<file path="config.mk">
export PLATFORM = sky130hd
export DESIGN_NAME = map_hub_sync
export DESIGN_NICKNAME = d
export VERILOG_FILES = /design/src/rtl/map_hub_sync.sv
export SDC_FILE = /design/constraint.sdc
export NUM_CORES = 1
export LEC_CHECK = 0
export BUFFER_PORTS_ARGS = -buffer_cell sky130_fd_sc_hd__buf_2
export CORE_AREA = 2 2 287 289
export DETAILED_ROUTE_END_ITERATION = 10
export DIE_AREA = 0 0 289 291
export PLACE_DENSITY_LB_ADDON = 0.12
export SYNTH_ARGS = -nofsm -noshare
export SYNTH_HDL_FRONTEND = slang
export SYNTH_SLANG_ARGS = --single-unit
</file>
<file path="constraint.sdc">
create_clock -name clk -period 4.2 [get_ports clk]
set_clock_uncertainty 0.2 [all_clocks]
set_input_delay 0.63 -clock clk [delete_from_list [all_inputs] [get_ports clk]]
set_output_delay 0.63 -clock clk [all_outputs]
set_load 0.05 [all_outputs]
</file>
<file path="src/rtl/map_hub_sync.sv">
// map_hub_sync: picks the mapper channel serving map_idx and drives its bundle on map_out, with a guarded HOLD on every channel switch (in: clk, rst, map_idx, idx_tab, map_in, safe_out; out: map_out, sel_ch, busy, map_rst, sw_cnt)
module map_hub_sync #(
  parameter int CH = 8,
  parameter int OW = 64,
  parameter int IW = 10,
  parameter int GUARD = 4,
  parameter int SW = $clog2(CH)
) (
  input  logic             clk,
  input  logic             rst,
  input  logic [IW-1:0]    map_idx,
  input  logic [CH*IW-1:0] idx_tab,
  input  logic [CH*OW-1:0] map_in,
  input  logic [OW-1:0]    safe_out,
  output logic [OW-1:0]    map_out,
  output logic [SW-1:0]    sel_ch,
  output logic             busy,
  output logic             map_rst,
  output logic [7:0]       sw_cnt
);
  typedef enum logic {RUN, HOLD} state_t;
  state_t state, state_d;
  logic [IW-1:0] idx_q;
  logic [SW-1:0] lk, sel_d;
  logic [7:0] gcnt, gcnt_d, cnt_d;
  logic [OW-1:0] out_d, cur;
  logic [OW-1:0] ch_data [CH];
  for (genvar g = 0; g < CH; g++) begin : g_ch
    assign ch_data[g] = map_in[g*OW +: OW];
  end
  assign cur = ch_data[sel_ch];
  assign busy = state == HOLD;
  assign map_rst = busy;
  always_comb begin
    lk = '0;
    for (int c = CH - 1; c >= 0; c--)
      if (idx_tab[c*IW +: IW] == idx_q) lk = SW'(c);
  end
  always_comb begin
    state_d = state;
    sel_d = sel_ch;
    gcnt_d = gcnt;
    cnt_d = sw_cnt;
    out_d = safe_out;
    if (lk != sel_ch) begin
      state_d = HOLD;
      sel_d = lk;
      gcnt_d = 8'(GUARD - 1);
    end else if (state == RUN) begin
      out_d = cur;
    end else if (gcnt != 8'd0) begin
      gcnt_d = gcnt - 8'd1;
    end else begin
      state_d = RUN;
      out_d = cur;
      cnt_d = sw_cnt + {7'd0, sw_cnt != 8'hFF};
    end
  end
  always_ff @(posedge clk) begin
    if (rst) begin
      state <= RUN;
      sel_ch <= '0;
      gcnt <= '0;
      idx_q <= '0;
      map_out <= '0;
      sw_cnt <= '0;
    end else begin
      state <= state_d;
      sel_ch <= sel_d;
      gcnt <= gcnt_d;
      idx_q <= map_idx;
      map_out <= out_d;
      sw_cnt <= cnt_d;
    end
  end
endmodule

</file>
Word level (Yosys, flattened, before mapping)
Cells that the tools add are included.
W data, S select, Z words.
{ "classes": {"add_sub_neg": 2, "order_cmp": 1, "n_eq_ne": 10, "mux": 20, "bitwise_logic": 3, "n_reduce_logical": 7} }
{ "op_table": {"columns": ["operator", "count"], "rows": [
  ["$mux W64", 5],
  ["$bmux W64 S3", 1],
  ["$eq A10 B10 Y1", 8],
  ["$mux W3", 8],
  ["$add A8 B1 Y8", 1],
  ["$ne A8 B8 Y1 const B", 1],
  ["$reduce_bool A8 Y1", 1],
  ["$sub A8 B1 Y8 const B", 1],
  ["$mux W2", 3],
  ["$ge A4 B4 Y1 const B", 1],
  ["$not A3 Y4", 1],
  ["$reduce_and A2 Y1", 2],
  ["$reduce_bool A2 Y1", 2],
  ["$mux W1", 3],
  ["$ne A3 B3 Y1", 1],
  ["$reduce_and A3 Y1", 1],
  ["$not A1 Y1", 2],
  ["$reduce_or A2 Y1", 1]
]} }
{ "word_totals": {"reg_bits": 94, "output_inout_bits": 77, "elab_cells": 50} }

Logic depth before layout (Yosys ltp)
Gate-level depths: netlist of run 1.
{ "logic_depth": {"word_depth": 12, "mapped_depth": 12, "mapped_depth_nobuf": 8} }

Worst setup path after synthesis of run 1
OpenSTA, ideal clock, no wires.
{ "synth_path": {"path_type": "in2reg", "from": "input port idx_tab[66]", "to": "register map_out[0]", "arrival_ns": 2.790, "required_ns": 3.847, "path_slack_ns": 1.057, "stages": 10, "n_path_buf": 2, "path_cell_list": "xor2_1 nor4_1 nand4_1 a2111o_1 a2111oi_4 nor3_1 nor2_2 buf_2 buf_4 a311oi_2"} }
{ "synth_via": {"elab_chain_cells": 10} }
{ "synth_lines": {"columns": ["item", "line", "rtl"], "rows": [
  ["from (decl)", "12", "input logic [CH*IW-1:0] idx_tab,"],
  ["$eq A10 B10 Y1", "37", "if (idx_tab[c*IW +: IW] == idx_q) lk = SW'(c);"],
  ["$mux W3 (7 in a row)", "37", null],
  ["$ne A3 B3 Y1", "45", "if (lk != sel_ch) begin"],
  ["$mux W64", "45", null],
  ["to (signal assigned)", "72", "map_out <= out_d;"],
  ["to (decl)", "15", "output logic [OW-1:0] map_out,"]
]} }
Every way passes these cells.
A chain may end at the register's enable or synchronous reset.

Worst setup path after layout of run 1
{ "layout_path": {"from": "register idx_q[8]", "to": "register map_out[57]"} }
{ "layout_via": {"elab_chain_cells": 11, "elab_cells_between_ends": 18, "classes_between": "eq/ne (9); mux (9)"} }
{ "layout_lines": {"columns": ["item", "line", "rtl"], "rows": [
  ["from (decl)", "23", "logic [IW-1:0] idx_q;"],
  ["from (signal assigned)", "71", "idx_q <= map_idx;"],
  ["$eq A10 B10 Y1", "37", null],
  ["$mux W3 (7 in a row)", "37", null],
  ["$mux W3 *", "37", null],
  ["$ne A3 B3 Y1 *", "45", null],
  ["$mux W64 *", "45", null]
]} }
Mark *: on every way between the ends. The rest lies on a longest branch, timed or not.

==> results of run 1 <==
[logic make-up after synthesis]
kind of cell	count (synthesis)
flip-flops	94
multiplexers	193
AO/OA/AOI/OAI	160
adder cells (fa/ha/maj)	4
AND/OR/NAND/NOR	94
XOR/XNOR	88
buffers and inverters	103
[flip-flops by register name, indices dropped and copies added, names as in the netlist]
name	flops
sel_ch	3
map_out	64
gcnt	8
sw_cnt	8
busy	1
idx_q	10
[synth_stat cells (all sizes together)]
cell type  count  area, µm²
mux4         128       2880
dfxtp         94       1880
a311oi        65        644
a31oi         65        407
mux2i         64        641
clkbuf        51        191
xor2          45        394
buf           44        275
xnor2         43        377
nor4          18        161
nand4         15        100
nor2b         13       81.3
nor2          12       47.6
a21oi         11       55.1
nand2         10       37.5
nor3           9       45.0
inv            8       30.0
or4            6       45.0
nand3          5       25.0
o31ai          5       42.5
ha             4       50.1
o21ai          4       20.0
or2            2       12.5
a2111o         1       11.3
a2111oi        1       27.5
a211oi         1       7.51
a21bo          1       10.0
a21o           1       7.51
a221oi         1       15.0
a31o           1       8.76
and3           1       6.26
and4           1       8.76
mux2           1       11.3
nor3b          1       7.51
o2111a         1       11.3
o21a           1       7.51
o21bai         1       7.51
or3            1       6.26
[power groups by stage]
stage,clock network [W],logic [W],registers [W]
2_1_floorplan,0,0.000294,0.00113
3_3_place_gp,0,0.000928,0.000991
3_5_place_dp,0,0.000932,0.000989
4_1_cts,0.00100,0.000935,0.000969
5_1_grt,0.00102,0.000984,0.000974
6_report,0.000939,0.000917,0.000968
[worst max-delay path: stages (launching register included)]
cell and delay [ns]:
dfxtp_1 0.60, xor2_1 0.13, nor4_1 0.63, nand3_1 0.20
a2111o_1 0.44, a2111oi_4 0.43, nor3_1 0.15, nor2_4 0.16
buf_12 0.34, a311oi_1 0.18
[cell usage in the layout, fill, tap and decap left out, types with 11 or more instances in the layout]
cell / Yosys / layout
a21oi_1: 11 / 11
a311oi_1: 53 / 53
a311oi_2: 12 / 12
a31oi_1: 65 / 65
buf_2: 19 / 743
buf_4: 7 / 38
dfxtp_1: 94 / 92
mux2i_1: 64 / 64
mux4_2: 128 / 128
nand4_1: 14 / 14
nor2_1: 11 / 11
nor2b_1: 13 / 13
nor4_1: 13 / 13
xnor2_1: 43 / 43
xor2_1: 45 / 44
[final cells by class]
class                      count  area share
multi-input combinational    539       0.448
timing repair buffer         788       0.296
sequential                    94       0.135
tap                         1070      0.0958
clock buffer                   9      0.0161
clock inverter                 7     0.00528
inverter                       8     0.00233
antenna                        6     0.00107
[metal layers]
layer | wire [µm] | share of wire
met3 | 4780 | 0.081
met2 | 29200 | 0.50
met4 | 1270 | 0.022
met1 | 23400 | 0.40
met5 | 100 | 0.0017
[worst paths after layout]
check        startpoint     endpoint  slack (ns)
max            idx_q[8]  map_out[57]        0.50
min          map_idx[2]     idx_q[2]        0.23
max reg2reg    idx_q[8]  map_out[57]        0.50
min reg2reg   sw_cnt[4]    sw_cnt[4]        0.30
[through the flow]
stage	power [W]	cell area, µm²	util
6_report	0.00282	14000	0.172
5_1_grt	0.00298	14000	0.172
4_1_cts	0.00290	14000	0.172
3_5_place_dp	0.00192	13700	0.168
3_3_place_gp	0.00192	13700	0.168
2_1_floorplan	0.00142	8600	-
==> summary.txt, run 1 <==
Clock tree
  • TritonCTS clock tree: yes
  • Skew-Pair Late Insertion Delay: 0.40 ns
  • H-Tree Depth: 3
  • Worst-path clk slew: roughly 0.10 ns
  • Postcts setup bufs: 0
  • Total clock sinks: 94
  • Inserted Clock Buffers: 9
  • Root Driver: clkbuf_16
  • Cts repair resizes: 0
  • CTS Hold Bufs: 0
  • Clock tree buffer depth: 2

Yosys
  • Syn_nets: around 1400
  • Post-Synthesis Cells: roughly 740
  • Synth warn: 0
  • Post-synthesis compound-gate area fraction: 0.149
  • Main combinational cell family by area after synthesis: multiplexers
  • Proportion of synthesized area in mux cells: 0.411
  • Cell variety after synth: 47
  • Mean Syn Cell Area: about 12 µm²
  • Synth Cell Area: approximately 0.0086 mm²
  • Post-synthesis sequential area ratio: 0.219
  • Adder-cell share of the synthesized area: 0.00582
  • Synth Area in Simple Gates: 0.0679
  • Xor-xnor portion of the synthesized cell area: 0.0896
  • FF+latch count, synth: 94

Worst hold path
  • Worst hold stages: 2
  • Min-delay worst type: in -> reg

Global route
  • GRT met3 Usage: 0.0433
  • Largest net degree at the start of global routing: between 100 and 150
  • GR Layer Usage met2: 0.233
  • Vias in the first global route: 10900
  • Met1 Use GR: 0.160
  • First-pass GRT wire length: 81200 µm
  • Initial antenna violation count: 18
  • Total GRT Usage: 0.136
  • Most Crowded Layer GR: met2
  • GRT overflow: 0

Final layout
  • Final nets: about 2100
  • Fill cells: between 9000 and 10000
  • Layout cells sized above 1: 0.668
  • Multi-input gate area: approximately 0.0063 mm²
  • Layout Cells excl Fill: approximately 2500
  • Area growth from synthesis to layout: 62.5%
  • Register area: 0.00189 mm²

Timing
  • Setup TNS: 0 ns
  • Fin. max-slew vios: 0
  • RSZ-0062 raised after global routing: no
  • Worst rel slew slack: 0.316
  • Final period utilization: 0.881
  • Final Hold Vio Count: 0
  • Tmin final: ~3.7 ns
  • Final Setup Violations: 0
  • PnR worst setup slack: approximately 0.50 ns
  • Fmax: around 270 MHz
  • Final hold slack: 0.235 ns
  • Worst-margin pin slew: roughly 1 ns

Worst setup path
  • FF-to-FF path depth: 9
  • Critical Path AT: 3.73 ns
  • Critical path class: reg -> reg
  • Critical Path Start Type: flip-flop
  • CP Max Fanout: a little under 70
  • Critical Path Sink Type: flip-flop
  • Critical Path RT: 4.23 ns

Routing
  • Initial DRT Pass Iterations: 4
  • Remaining DRCs: 0
  • Routed vias/inst: approximately 3.9
  • Via count: roughly 9800
  • Avg WL per Cell: approximately 23 µm
  • Iter 0 DRT Violations: ~430
  • Total wire length: around 59000 µm
  • DRT antenna net count: 0

Pwr
  • Internal: 0.00180 W
  • Pwr/cell area: between 200 and 250 mW/mm²
  • Clock power frac: 0.332
  • Max VDD drop: about 200 µV
  • Leakage: approximately 6.3 nW
  • Comb power frac: 0.325
  • Sequential share of power: 0.343
  • Switching portion of total power: 0.361
  • Net Switching: 0.00102 W

Die
  • Die Span Y: ~290 µm
  • Row Count: about 110
  • Area of the die: around 0.084 mm²
  • IO Pins: around 750
  • Core footprint: between 0.08 and 0.09 mm²
  • Die Width: between 200 and 300 µm
  • Initial Util: 0.106

Place
  • Setup WS pre-CTS: 0.360 ns
  • PortBufs: 744
  • Placed insts: 2499
  • RePlAce Congestion: 0.912
  • Hpwl dp: 49300 µm

Status
  • Status: completed

Run
  • # Max-Cap Violations: 0
Note: power is estimated with default switching activity, not from simulation.
==> run 2: changes to the inputs <==
==> constraint.sdc (replaced) <==
create_clock -name clk -period 3.69 [get_ports clk]
set_clock_uncertainty 0.2 [all_clocks]
set_input_delay 0.5535 -clock clk [delete_from_list [all_inputs] [get_ports clk]]
set_output_delay 0.5535 -clock clk [all_outputs]
set_load 0.05 [all_outputs]
==> summary.txt, run 2 (synthesized netlist as in run 1, its figures left out) <==
Die
  • Core footprint: 0.0812 mm² (unchanged)
  • IO Pins: 745 (unchanged)
  • Die Span Y: 291 µm (unchanged)
  • Area of the die: 0.0841 mm² (unchanged)
  • Row Count: 105 (unchanged)
  • Die Width: 289 µm (unchanged)
  • Initial Util: 0.106 (unchanged)

Worst setup path
  • CP most frequent cell: buf_4
  • Crit path largest cell delay: 0.54 ns (-0.09 ns)
  • Critical Path Start Type: flip-flop
  • Critical Path RT: 3.78 ns (-0.45 ns)
  • Critical path's top delay family: simple AND/OR/NAND/NOR gates
  • FF-to-FF Start: idx_q[6]
  • Slowest CP cell: dfxtp_1
  • Crit path buffers/inverters: 4 (+3)
  • CP Max Fanout: 34 (-50%)
  • Critical path class: reg -> reg
  • Critical Path Sink Type: flip-flop
  • Critical Path AT: 3.54 ns (-0.19 ns)
  • Worst path cell trace: buf_4, xor2_1, nor4_1, buf_4, nand4_1, buf_4, o2111a_1, o21a_1, nor3_1, nor2_4, buf_12, a311oi_1
  • R2R setup slack: 0.24 ns (-0.26 ns)
  • FF-to-FF path depth: 12 (+3)
  • Reg2reg end: map_out[42]

Place
  • Setup WS pre-CTS: 0.142 ns (-0.219 ns)
  • Hpwl dp: 50300 µm (+2.1%)
  • PortBufs: 744 (unchanged)
  • RePlAce Congestion: 0.898 (-1.4%)

Clock tree
  • Worst-path clk slew: 0.10 ns (about the same)
  • Clock tree buffer depth: 2 (unchanged)
  • TritonCTS clock tree: yes
  • CTS Hold Bufs: 0 (unchanged)
  • H-Tree Depth: 3 (unchanged)
  • Inserted Clock Buffers: 9 (unchanged)
  • Skew-Pair Late Insertion Delay: 0.40 ns (about the same)
  • Root Driver: clkbuf_16
  • Total clock sinks: 94 (unchanged)

Timing
  • Final Setup Violations: 0 (unchanged)
  • Final period utilization: 0.935 (+0.0546)
  • Final hold slack: 0.160 ns (-0.0749 ns)
  • Worst-margin pin slew: 0.726 ns (-0.300 ns)
  • RSZ-0062 raised after global routing: no
  • Tmin final: 3.45 ns (-0.248 ns)
  • Setup TNS: 0 ns (unchanged)
  • Fin. max-slew vios: 0 (unchanged)
  • PnR worst setup slack: 0.239 ns (-0.262 ns)
  • Fmax: 290 MHz (+7.2%)
  • Final Hold Vio Count: 0 (unchanged)
  • Worst rel slew slack: 0.502 (+0.186)

Global route
  • GRT met3 Usage: 0.0426 (-0.000627)
  • Most Crowded Layer GR: met2
  • First-pass GRT wire length: 81600 µm (+0.50%)
  • GR Layer Usage met2: 0.235 (+0.00152)
  • Vias in the first global route: 10900 (-0.037%)
  • Met1 Use GR: 0.165 (+0.00545)
  • Initial antenna violation count: 19 (+1)
  • Total GRT Usage: 0.137 (+0.00122)
  • Largest net degree at the start of global routing: 72 (-37%)
  • GRT overflow: 0 (unchanged)

Routing
  • Avg WL per Cell: 23.6 µm (+1.0%)
  • Iter 0 DRT Violations: 373 (-14%)
  • DRT antenna net count: 0 (unchanged)
  • Via count: 9854 (+0.27%)
  • Total wire length: 59500 µm (+1.2%)
  • Routed vias/inst: 3.90 (about the same)
  • Remaining DRCs: 0 (unchanged)
  • Initial DRT Pass Iterations: 4 (unchanged)

Final layout
  • Top flop regs: map_out: 64 flops, idx_q: 10 flops
  • Max reg flops: 64 (unchanged)
  • Layout cells sized above 1: 0.671 (+0.00321)
  • Most common cell after layout, fill and taps aside: buf_2
  • Most flop-heavy register: map_out
  • Final nets: 2117 (+0.24%)
  • Most frequent cells in the layout: buf_2, mux4_2, dfxtp_1, a31oi_1, mux2i_1
  • Area growth from synthesis to layout: 63.9%

Pwr
  • Sequential share of power: 0.340 (-0.003)
  • Switching portion of total power: 0.364 (+0.00260)
  • Max VDD drop: 221 µV (+11%)
  • Comb power frac: 0.328 (+0.003)
  • Clock power frac: 0.332 (about the same)
  • Pwr/cell area: 230 mW/mm² (+14%)
  • Internal: 0.00206 W (+14%)
  • Leakage: 6.33 nW (+0.88%)
  • Net Switching: 0.00118 W (+16%)

Worst hold path
  • Hold Startpoint: map_idx[1]
  • Min-delay worst type: in -> reg
  • Hold endpoint: idx_q[1]
  • Worst hold stages: 2 (unchanged)

Status
  • Status: completed

Run
  • # Max-Cap Violations: 0 (unchanged)
## run 2: worst max-delay path by stage
stage	from	to	slack, ns	cells after the start
after floorplan	sel_ch[0]	map_out[0]	0.62	6
final	idx_q[6]	map_out[42]	0.24	12
after CTS	idx_q[5]	map_out[42]	0.11	11
after global placement	idx_q[0]	sw_cnt[6]	0.15	11
after detailed placement	idx_q[0]	map_out[40]	0.14	11
after global routing	idx_q[7]	map_out[42]	0.004	9
## run 2: layout make-up
type / instances / area, µm²
fill: 9195 / 67100
multi-input combinational: 539 / 6260
timing repair buffer: 793 / 4260
sequential: 94 / 1890
tap: 1070 / 1340
clock buffer: 9 / 225
clock inverter: 7 / 78.8
inverter: 8 / 32.5
antenna: 6 / 15.0
## run 2: per-layer routing
layer	share of wire	up-vias
met2	0.49	466
met5	0.00076	-
met3	0.080	53
met4	0.019	8
met1	0.41	4844
li1	-	4483
## run 2: worst reg2reg max path: cells and delay by family, from the launching register on
kind	cells	cell delay [ns]
simple gates	4	1.02
buf+inv	4	0.79
compound gates	3	0.72
flops	1	0.54
xor+xnor	1	0.07
## run 2: power groups by stage
stage / clock (W) / sequential, W / combinational [W]
CTS: 0.00115 / 0.00110 / 0.00108
floorplan: 0 / 0.00128 / 0.000334
global route: 0.00119 / 0.00111 / 0.00114
detailed placement: 0 / 0.00113 / 0.00108
global placement: 0 / 0.00113 / 0.00107
finish: 0.00107 / 0.00110 / 0.00106
## run 2: through the flow
stage | utilization | instances | power (W) | area [µm²]
CTS | 0.173 | 2520 | 0.00334 | 14100
global route | 0.174 | 2524 | 0.00344 | 14100
detailed placement | 0.170 | 2504 | 0.00220 | 13800
global placement | 0.170 | 2504 | 0.00220 | 13800
finish | 0.174 | 2526 | 0.00324 | 14100
floorplan | - | 736 | 0.00162 | 8600
## run 2: what timing repair did
| action | CTS | global route |
|---|---|---|
| endpoints found under the setup margin | 0 | 13 |
| buffers inserted | 0 | 0 |
| endpoints found under the hold margin | 0 | 0 |
| resized for setup | 0 | 3 |
